## src/rtl/s1_pkg.sv

```systemverilog
// Shared definitions for the stage-1 BRAM writer: frame geometry,
// address width, saturation bound and the writer state encoding.
package s1_pkg;

    localparam int IN_WIDTH_DEF  = 35;
    localparam int OUT_WIDTH_DEF = 17;
    localparam int ROWS_DEF      = 8;
    localparam int COLS_DEF      = 8;
    localparam int CHANS_DEF     = 3;

    localparam int FRAME_WORDS = ROWS_DEF * COLS_DEF * CHANS_DEF;
    localparam int ADDR_W      = 8;

    // Largest value a BRAM word can hold; anything above clips here.
    localparam logic [OUT_WIDTH_DEF-1:0] SAT_MAX = '1;
    localparam logic [OUT_WIDTH_DEF-1:0] SAT_MIN = '0;

    typedef enum logic [1:0] {
        IDLE,
        WRITE,
        FLUSH,
        DONE
    } state_t;

endpackage

```

## src/rtl/s1_bram_writer_relu_sat.sv

```systemverilog
// Combinational rescale of a signed stage-1 result: arithmetic shift,
// ReLU, then clip to the unsigned BRAM word range with a clip indicator.
module relu_sat
    import s1_pkg::*;
#(
    parameter int IN_WIDTH  = IN_WIDTH_DEF,
    parameter int OUT_WIDTH = OUT_WIDTH_DEF,
    parameter int SHIFT     = 0
) (
    input  logic signed [IN_WIDTH-1:0]  in_data,
    output logic        [OUT_WIDTH-1:0] out_data,
    output logic                        clipped
);

    logic signed [IN_WIDTH-1:0] shifted;

    assign shifted = in_data >>> SHIFT;

    // Negative values floor to zero; any set bit above the word width means
    // the value exceeds the largest word and is clipped to all ones.
    always_comb begin
        out_data = '0;
        clipped  = 1'b0;
        if (shifted[IN_WIDTH-1]) begin
            out_data = '0;
        end else if (|shifted[IN_WIDTH-2:OUT_WIDTH]) begin
            out_data = '1;
            clipped  = 1'b1;
        end else begin
            out_data = shifted[OUT_WIDTH-1:0];
        end
    end

endmodule

```

## src/rtl/s1_bram_writer.sv

```systemverilog
// Stage-1 output writer: takes a pixel-major, channel-interleaved stream,
// rescales each beat and writes it channel-planar into the stage-2 BRAM,
// then pulses data_done once the whole frame has landed.
module s1_bram_writer
    import s1_pkg::*;
#(
    parameter int IN_WIDTH  = IN_WIDTH_DEF,
    parameter int OUT_WIDTH = OUT_WIDTH_DEF,
    parameter int SHIFT     = 0,
    parameter int ROWS      = ROWS_DEF,
    parameter int COLS      = COLS_DEF,
    parameter int CHANS     = CHANS_DEF
) (
    input  logic                        clk,
    input  logic                        rst,
    input  logic                        frame_start,
    input  logic                        cons_busy,
    input  logic                        in_valid,
    output logic                        in_ready,
    input  logic signed [IN_WIDTH-1:0]  in_data,
    output logic                        bram_we,
    output logic        [ADDR_W-1:0]    bram_addr,
    output logic        [OUT_WIDTH-1:0] bram_wdata,
    output logic                        data_done,
    output logic                        busy,
    output logic                        sat_flag
);

    localparam int CHA_W = (CHANS > 1) ? $clog2(CHANS) : 1;
    localparam int COL_W = (COLS > 1) ? $clog2(COLS) : 1;
    localparam int ROW_W = (ROWS > 1) ? $clog2(ROWS) : 1;

    state_t               state;
    logic [CHA_W-1:0]     cha;
    logic [COL_W-1:0]     col;
    logic [ROW_W-1:0]     row;
    logic [OUT_WIDTH-1:0] sat_data;
    logic                 clipped;
    logic [ADDR_W-1:0]    addr_next;
    logic                 last_cha;
    logic                 last_col;
    logic                 last_row;
    logic                 accept;

    assign last_cha  = (cha == CHA_W'(CHANS - 1));
    assign last_col  = (col == COL_W'(COLS - 1));
    assign last_row  = (row == ROW_W'(ROWS - 1));
    assign accept    = in_valid && in_ready;

    // Channel-planar placement: each channel owns a contiguous ROWS*COLS plane.
    assign addr_next = ADDR_W'(cha) * ADDR_W'(ROWS * COLS)
                     + ADDR_W'(row) * ADDR_W'(COLS)
                     + ADDR_W'(col);

    relu_sat #(
        .IN_WIDTH  (IN_WIDTH),
        .OUT_WIDTH (OUT_WIDTH),
        .SHIFT     (SHIFT)
    ) u_relu_sat (
        .in_data  (in_data),
        .out_data (sat_data),
        .clipped  (clipped)
    );

    // Frame sequencer: waits for an allowed start, writes one word per
    // accepted beat, lets the final write drain, then signals completion.
    always_ff @(posedge clk) begin
        if (!rst) begin
            state      <= IDLE;
            cha        <= '0;
            col        <= '0;
            row        <= '0;
            in_ready   <= 1'b0;
            bram_we    <= 1'b0;
            bram_addr  <= '0;
            bram_wdata <= '0;
            data_done  <= 1'b0;
            busy       <= 1'b0;
            sat_flag   <= 1'b0;
        end else begin
            bram_we   <= 1'b0;
            data_done <= 1'b0;
            case (state)
                IDLE: begin
                    if (frame_start && !cons_busy) begin
                        state    <= WRITE;
                        cha      <= '0;
                        col      <= '0;
                        row      <= '0;
                        sat_flag <= 1'b0;
                        busy     <= 1'b1;
                        in_ready <= 1'b1;
                    end
                end
                WRITE: begin
                    if (accept) begin
                        bram_we    <= 1'b1;
                        bram_addr  <= addr_next;
                        bram_wdata <= sat_data;
                        if (clipped) begin
                            sat_flag <= 1'b1;
                        end
                        if (last_cha) begin
                            cha <= '0;
                            if (last_col) begin
                                col <= '0;
                                if (last_row) begin
                                    row <= '0;
                                end else begin
                                    row <= row + ROW_W'(1);
                                end
                            end else begin
                                col <= col + COL_W'(1);
                            end
                        end else begin
                            cha <= cha + CHA_W'(1);
                        end
                        if (last_cha && last_col && last_row) begin
                            state    <= FLUSH;
                            in_ready <= 1'b0;
                        end
                    end
                end
                FLUSH: begin
                    state     <= DONE;
                    data_done <= 1'b1;
                end
                DONE: begin
                    state <= IDLE;
                    busy  <= 1'b0;
                end
                default: begin
                    state <= IDLE;
                end
            endcase
        end
    end

endmodule

```

## config.mk

```make
export PLATFORM = sky130hd
export DESIGN_NAME = s1_bram_writer
export DESIGN_NICKNAME = d
export VERILOG_FILES = /design/src/rtl/s1_pkg.sv /design/src/rtl/s1_bram_writer_relu_sat.sv /design/src/rtl/s1_bram_writer.sv
export SDC_FILE = /design/constraint.sdc
export NUM_CORES = 1
export LEC_CHECK = 0
export BUFFER_PORTS_ARGS = -buffer_cell sky130_fd_sc_hd__clkbuf_2
export CORE_ASPECT_RATIO = 1.4
export CORE_UTILIZATION = 45
export CTS_BUF_LIST = sky130_fd_sc_hd__clkbuf_2 sky130_fd_sc_hd__clkbuf_4 sky130_fd_sc_hd__clkbuf_8
export DETAILED_ROUTE_END_ITERATION = 12
export PLACE_DENSITY = 0.73
export SYNTH_ARGS = -nofsm -noshare
export SYNTH_HDL_FRONTEND = slang
export SYNTH_HIERARCHICAL = 1
export SYNTH_SLANG_ARGS = --single-unit
```

## constraint.sdc

```tcl
create_clock -name clk -period 1.6 [get_ports clk]
set_input_delay 0 -clock clk [delete_from_list [all_inputs] [get_ports clk]]
set_output_delay 0 -clock clk [all_outputs]
set_load 0.05 [all_outputs]
```

# --- Word level (Yosys, flattened, before mapping) ---
# Cells that the tools add are included.
word_totals:
  ff_bits: 40
  input_bits: 40
op_classes:
  add_sub_neg: 5
  eq_ne: 12
  mux: 33
  n_reduce_logical: 18
ops:
  columns: ["op", "n"]
  rows:
  - ["17-bit two-way mux", 2]
  - ["3-bit two-way mux", 8]
  - ["17-bit OR reduction", 1]
  - ["2-bit two-way mux", 6]
  - ["2-bit != test, second input constant", 6]
  - ["3-bit one-hot mux with 2 select lines", 2]
  - ["4-bit AND reduction", 3]
  - ["1-bit two-way mux", 10]
  - ["8-bit by 3-bit adder with 8-bit output", 1]
  - ["8-bit by 6-bit adder with 8-bit output", 1]
  - ["2-bit one-hot mux with 4 select lines", 1]
  - ["3-bit by 1-bit adder with 3-bit output, second input constant", 2]
  - ["2-bit equality test, second input constant", 3]
  - ["3-bit equality test, second input constant", 2]
  - ["1-bit one-hot mux with 2 select lines", 3]
  - ["2-bit AND reduction", 3]
  - ["3-bit AND reduction", 2]
  - ["5-bit AND reduction", 1]
  - ["1-bit logical AND", 4]
  - ["2-bit one-hot mux with 2 select lines", 1]
  - ["2-bit nonzero test", 2]
  - ["2-bit by 1-bit adder with 2-bit output, second input constant", 1]
  - ["2-bit by 1-bit equality test with 1-bit output, second input constant", 1]
  - ["2-bit logical NOT", 1]
  - ["1-bit logical NOT", 1]

# --- Longest topological paths before layout ---
logic_depth:
  ltp_word: 6
  ltp_mapped: 8
  ltp_nobuf: 6

# --- Hierarchy ---
# The synthesis kept the hierarchy.
by_module_without_submodules:
  columns: ["mod", "instances", "cells_per_inst", "area_each_um2"]
  rows:
  - ["s1_bram_writer", 1, 198, 1749.2]
  - ["relu_sat", 1, 46, 260.2]

# --- Worst setup path before layout ---
# Ideal clock, no wire load.
synth_path:
  path_type: "register -> register"
  startpoint: "register state[1]"
  endpoint: "register state[0]"
  arrival_time_ns: 1.500
  slack_ns: -0.021
  path_stages_with_launch: 7
  cell_sequence: "dfxtp_1 > inv_1 > ha_1 > buf_6 > a21boi_4 > a221o_2 > o311a_1"
synth_between:
  elab_chain_len: 3
  word_cells_on_any_way: 9
  classes_between: "eq/ne: 6; mux: 1; reduce/logical: 2"
synth_lines:
  columns: ["item", "line_no", "rtl"]
  rows:
  - ["start: declaration", "s1_bram_writer.sv:33", "state_t state;"]
  - ["start signal: assignment", "s1_bram_writer.sv:69", "state <= IDLE;"]
  - ["start signal: assignment", "s1_bram_writer.sv:86", "state <= WRITE;"]
  - ["start signal: assignment", "s1_bram_writer.sv:119", "state <= FLUSH;"]
  - ["2-bit by 1-bit equality test with 1-bit output / 2-bit logical NOT (equally long branches)", "s1_bram_writer.sv:83", "case (state)"]
  - ["2-bit != test (no line)", null, null]
  - ["3-bit AND reduction (no line)", null, null]
# Parallel ways exist; a longest one is shown, timed or not.
# A chain may end at the register's enable or synchronous reset.

# --- Final worst setup path ---
layout_path:
  startpoint: "register row[0]"
  endpoint: "register state[0]"
layout_between:
  elab_chain_len: 4
layout_lines:
  columns: ["item", "line_no", "rtl"]
  rows:
  - ["start: declaration", "s1_bram_writer.sv:36", "logic [ROW_W-1:0] row;"]
  - ["start signal: assignment", "s1_bram_writer.sv:110", "row <= row + ROW_W'(1);"]
  - ["3-bit equality test", "s1_bram_writer.sv:47", "assign last_row = (row == ROW_W'(ROWS - 1));"]
  - ["1-bit logical AND", "s1_bram_writer.sv:118", "if (last_cha && last_col && last_row) begin"]
  - ["2-bit != test (no line)", null, null]
  - ["3-bit AND reduction (no line)", null, null]
  - ["end signal: assignment", "s1_bram_writer.sv:119", null]
  - ["end signal: assignment", "s1_bram_writer.sv:125", "state <= DONE;"]
  - ["end signal: assignment", "s1_bram_writer.sv:129", "state <= IDLE;"]
# Every way passes these cells.

==> flow_results.org <==
** Critical path
- Among cell families on the critical path, the largest total delay comes from compound AO/OA/AOI/OAI gates.
- Buffers plus inverters on the worst setup path :: 0
- Worst R2R Setup Slack :: about 0.019 ns
- STA puts the critical path data arrival time at 1.76 ns.
- Most Frequent Cell on Critical Path :: sky130_fd_sc_hd__ha_4
- Of all nets on the critical path, the largest fanout is 4.
- STA classifies the critical path startpoint as a flip-flop.
- Largest stage delay on the critical path :: slightly below 0.4 ns
- In this run the worst setup path begins at row[0].
- The endpoint identified for the worst register-to-register timing path is state[0].
- The critical path runs through a total of 5 cells.
- The startpoint identified for the worst register-to-register timing path is row[0].
- The most critical setup path has its endpoint at state[0].
- R2R cell count :: 5
- Critical path data required time :: approximately 1.8 ns
- The critical path is of the flip-flop to flip-flop type.
- Slowest stage cell, crit path :: sky130_fd_sc_hd__a221o_2
- STA classifies the critical path endpoint as a flip-flop.
- The signal on the critical path passes through ha_4, ha_4, nand4b_1, a221o_2, o311a_1.

** Logic synthesis
- Of the total synthesized cell area, the portion taken by XOR and XNOR cells is 0%.
- Combinational family with the most area after synthesis :: compound AO/OA/AOI/OAI gates
- Of the post-synthesis cell area, the part taken by muxes is 1.49%.
- Cell type contributing the most total cell area after synthesis :: sky130_fd_sc_hd__dfxtp_1
- Synthesis produced a netlist with a net count of 293.
- The netlist uses 36 different library cells.
- Summing every instance area after synthesis gives roughly 0.002 mm².
- In the post-synthesis netlist, the biggest area contributors are sky130_fd_sc_hd__dfxtp_1, sky130_fd_sc_hd__nand2_1, sky130_fd_sc_hd__a21boi_0, sky130_fd_sc_hd__ha_1, sky130_fd_sc_hd__a31oi_1.
- Fraction of the mapped netlist area in adder cells :: 5.60%
- After synthesis, the mean cell area works out to roughly 8.2 µm².
- Sequential fraction of the synthesis area :: 39.9%
- Count of yosys warnings during synthesis :: 6
- Summing the areas of all compound-gate instances in the mapped netlist gives 22.3% of the synthesized area.
- Number of instances in the synthesized netlist :: 244
- Seq cells post-synth :: 40
- After Yosys synthesis, and, or, nand and nor cells account for 21.6% of the synthesized area.
- Proportion of netlist area held by the largest area contributor :: 39.9%

** Die
- X dimension of the die :: between 50 and 60 µm
- Once the floorplan was initialized, standard cells occupied between 40% and 50% of the core.
- Height of the die :: between 80 and 90 µm
- 70 I/O pins were placed.
- Row generation in the floorplan step produced 28 rows.
- Die Outline Area :: 0.00474 mm²
- After floorplanning, the core was sized to cover about 0.0042 mm².

** STA
- Slew HR :: 77.3%
- Number of failing hold endpoints at the final stage :: 0
- Transition time of the tightest slew-check pin :: 0.341 ns
- Setup total negative slack :: 0 ns
- Achievable Freq :: ~630 MHz
- Between clock sinks in the finished design, the worst skew comes to around 0.0076 ns.
- Setup repair after global routing could not meet its margin everywhere.
- Count of pins over their slew limit :: 0
- After layout, the minimum clock period comes to 1.58 ns.
- In the finished design, the share of the clock period the worst path needs comes to 98.8%.
- Number of failing setup endpoints in the final timing report :: 0

** Clock tree
- TritonCTS Sinks :: 40
- CTS built an H-tree with a depth of 2.
- The number of clock buffers added by TritonCTS is 5.
- Clock tree from TritonCTS :: built
- Buffer depth of the longest clock path :: 2
- Source-to-sink clock delay at the later pin of the worst-skew pair :: around 0.29 ns
- After clock tree synthesis, the clock-pin slew on the worst setup and hold paths is 0.08 ns.
- In this run the clock root is driven by a sky130_fd_sc_hd__clkbuf_8.
- After clock tree synthesis, the flow added hold-fix buffers numbering 0.

** Routing
- Final antenna-violating net count :: 0
- In the routed design, unresolved DRC markers number 0.
- After detailed routing, the average wire length per cell comes to 11.7 µm.
- Routed wire length :: approximately 4500 µm
- Overall via count from detail_route :: ~1900
- Via density per instance :: 4.87
- The pre-antenna-repair detailed-routing pass consisted of 4 iterations.
- Initial DRC count :: 38

** Cells and area
- In the final design database the tool counted around 370 nets.
- Filler cell count in the final layout :: a little under 400
- The repair_antennas step left the layout with diodes totalling 0.
- Footprint of the flip-flops and latches :: about 800 µm²
- The post-route netlist has between 30% and 40% of its cells at a drive strength greater than 1.
- Summing all multi-input logic gate instances after layout gives between 0.001 and 0.0015 mm².
- With fillers left out, the area of the finished cells amounts to 0.00268 mm².
- The area growth from synthesis to layout is 33.3%.
- Cells fill 63.2% of the core in the end.

** Power and ir drop
- The worst-case IR drop observed on VDD is 733 µV.
- Cell leakage power :: 1.20 nW
- Power consumption :: ~3.0 mW
- Power density cells :: 1120 mW/mm²

** Global routing
- Across every metal layer, demand over resource in global routing totals 20.3%.
- Largest net degree at the start of global routing :: 36
- The via count of the first global-routing pass is between 1500 and 2000.
- Global-route wire length before repair :: 7300 µm
- The number of antenna violations at the first check in global routing is 0.
- Overflow after GRT :: 0

** Place
- The count of buffers added on input and output ports is 69.
- The wire-length estimate of the detail-placed layout is about 3100 µm.
- Routability-driven placement finished with a final weighted congestion of 0.803.
- In this run the cell area measured after placement is between 0.002 and 0.0025 mm².

** Status
- Outcome :: finished clean

** Flow run
- Count of max-cap constraint violations :: 0

** Min path
- The tightest min-delay check is of the input port to flip-flop type.
## logic make-up after synthesis
group                    count (synthesis)
buffers and inverters                   37
multiplexers                             3
flip-flops                              40
AND/OR/NAND/NOR                         94
adder cells (fa/ha/maj)                  9
AO/OA/AOI/OAI                           61
## how the worst min path moves through the flow
stage / start / end / slack (ns) / cells after the start
floorplan: cons_busy / in_ready / 0.23 / 3
global placement: in_data[9] / bram_wdata[9] / 0.35 / 5
detailed placement: in_data[10] / bram_wdata[10] / 0.35 / 5
CTS: in_data[10] / bram_wdata[10] / 0.03 / 5
global route: in_data[10] / bram_wdata[10] / 0.05 / 5
finish: in_data[8] / bram_wdata[8] / 0.04 / 5
## timing repair
action,4_1_cts,5_1_grt
buffers inserted,1,3
endpoints found under the setup margin,1,10
resized for setup,2,16
pin swaps,1,4
cloned,0,0
## metal layers
layer | vias to the layer above | global-route usage (%) | wire length, µm
met5 | - | 0 | 0
met2 | 40 | 36.2 | 2340
met4 | 0 | 9.29 | 89
li1 | 976 | - | -
met3 | 9 | 4.78 | 175
met1 | 840 | 22.4 | 1870
## layout by cell type (no fill, tap or decap), types with 2 or more instances in the layout
cell,netlist,layout
sky130_fd_sc_hd__clkbuf_2,0,69
sky130_fd_sc_hd__nand2_1,63,63
sky130_fd_sc_hd__dfxtp_1,40,34
sky130_fd_sc_hd__a21boi_0,27,27
sky130_fd_sc_hd__inv_1,20,19
sky130_fd_sc_hd__a31oi_1,17,17
sky130_fd_sc_hd__buf_4,2,16
sky130_fd_sc_hd__nand3_1,7,7
sky130_fd_sc_hd__nor2_1,7,6
sky130_fd_sc_hd__dfxtp_2,0,6
sky130_fd_sc_hd__clkbuf_8,0,5
sky130_fd_sc_hd__ha_4,0,4
sky130_fd_sc_hd__nand4b_1,3,3
sky130_fd_sc_hd__o21ai_0,4,3
sky130_fd_sc_hd__mux2i_1,3,3
sky130_fd_sc_hd__a21oi_1,3,3
sky130_fd_sc_hd__o22ai_1,3,3
sky130_fd_sc_hd__ha_1,9,3
sky130_fd_sc_hd__buf_12,1,3
sky130_fd_sc_hd__nor4_1,3,3
sky130_fd_sc_hd__nor2b_1,2,2
sky130_fd_sc_hd__and2_1,2,2
sky130_fd_sc_hd__ha_2,0,2
## Yosys cell counts
cell type,count
sky130_fd_sc_hd__nand4_1,1
sky130_fd_sc_hd__buf_4,2
sky130_fd_sc_hd__o21ai_2,1
sky130_fd_sc_hd__buf_12,1
sky130_fd_sc_hd__dfxtp_1,40
sky130_fd_sc_hd__a21oi_1,3
sky130_fd_sc_hd__ha_1,9
sky130_fd_sc_hd__nand3_1,7
sky130_fd_sc_hd__and3_2,1
sky130_fd_sc_hd__and4_1,1
sky130_fd_sc_hd__a21o_2,1
sky130_fd_sc_hd__a211oi_4,1
sky130_fd_sc_hd__nor4_1,3
sky130_fd_sc_hd__and4b_1,1
sky130_fd_sc_hd__nor3_2,1
sky130_fd_sc_hd__o21a_1,1
sky130_fd_sc_hd__a221o_2,1
sky130_fd_sc_hd__o22ai_1,3
sky130_fd_sc_hd__clkbuf_1,6
sky130_fd_sc_hd__nor2b_1,2
sky130_fd_sc_hd__a21boi_4,1
sky130_fd_sc_hd__nor2_1,7
sky130_fd_sc_hd__nand2b_4,1
sky130_fd_sc_hd__a21boi_0,27
sky130_fd_sc_hd__o21ai_0,4
sky130_fd_sc_hd__nand2_1,63
sky130_fd_sc_hd__mux2i_1,3
sky130_fd_sc_hd__buf_2,5
sky130_fd_sc_hd__o311a_1,1
sky130_fd_sc_hd__buf_6,2
sky130_fd_sc_hd__a31oi_1,17
sky130_fd_sc_hd__inv_1,20
sky130_fd_sc_hd__and2_1,2
sky130_fd_sc_hd__nand4b_1,3
sky130_fd_sc_hd__or4b_1,1
sky130_fd_sc_hd__buf_1,1
## area by class of cell
class,instances,area share [%]
multi-input combinational,167,40.4
sequential,40,30.2
timing repair buffer,88,19.6
clock buffer,6,2.85
inverter,20,2.80
tap,60,2.80
clock inverter,2,1.31
## report_power, final
group          total, mW  switching [mW]  internal [mW]
clock              0.817           0.338          0.480
sequential          1.12          0.0508           1.07
combinational       1.06           0.593          0.466
total               2.99           0.981           2.01
## sequential cells by signal, summed over array words and instances, names as in the netlist
signal      count
in_ready        1
state           2
sat_flag        1
bram_we         1
data_done       1
bram_addr       8
col             3
busy            1
row             3
bram_wdata     17
cha             2
## tightest hold or removal path: stages
cell                       delay [ns]
sky130_fd_sc_hd__clkbuf_2        0.08
sky130_fd_sc_hd__inv_1           0.04
sky130_fd_sc_hd__a31oi_1         0.06
sky130_fd_sc_hd__nand2_1         0.05
sky130_fd_sc_hd__a21boi_0        0.06
## stage by stage
stage	std cells	worst slack, ns	hold slack, ns
final	383	0.0189	0.0367
after global routing	383	-0.0482	0.0518
after CTS	380	0.00331	0.0336
after detailed placement	371	-0.0126	0.350
after global placement	371	0.0240	0.346
after floorplan	244	0.0133	0.234
Note: power is estimated with default switching activity, not from simulation.
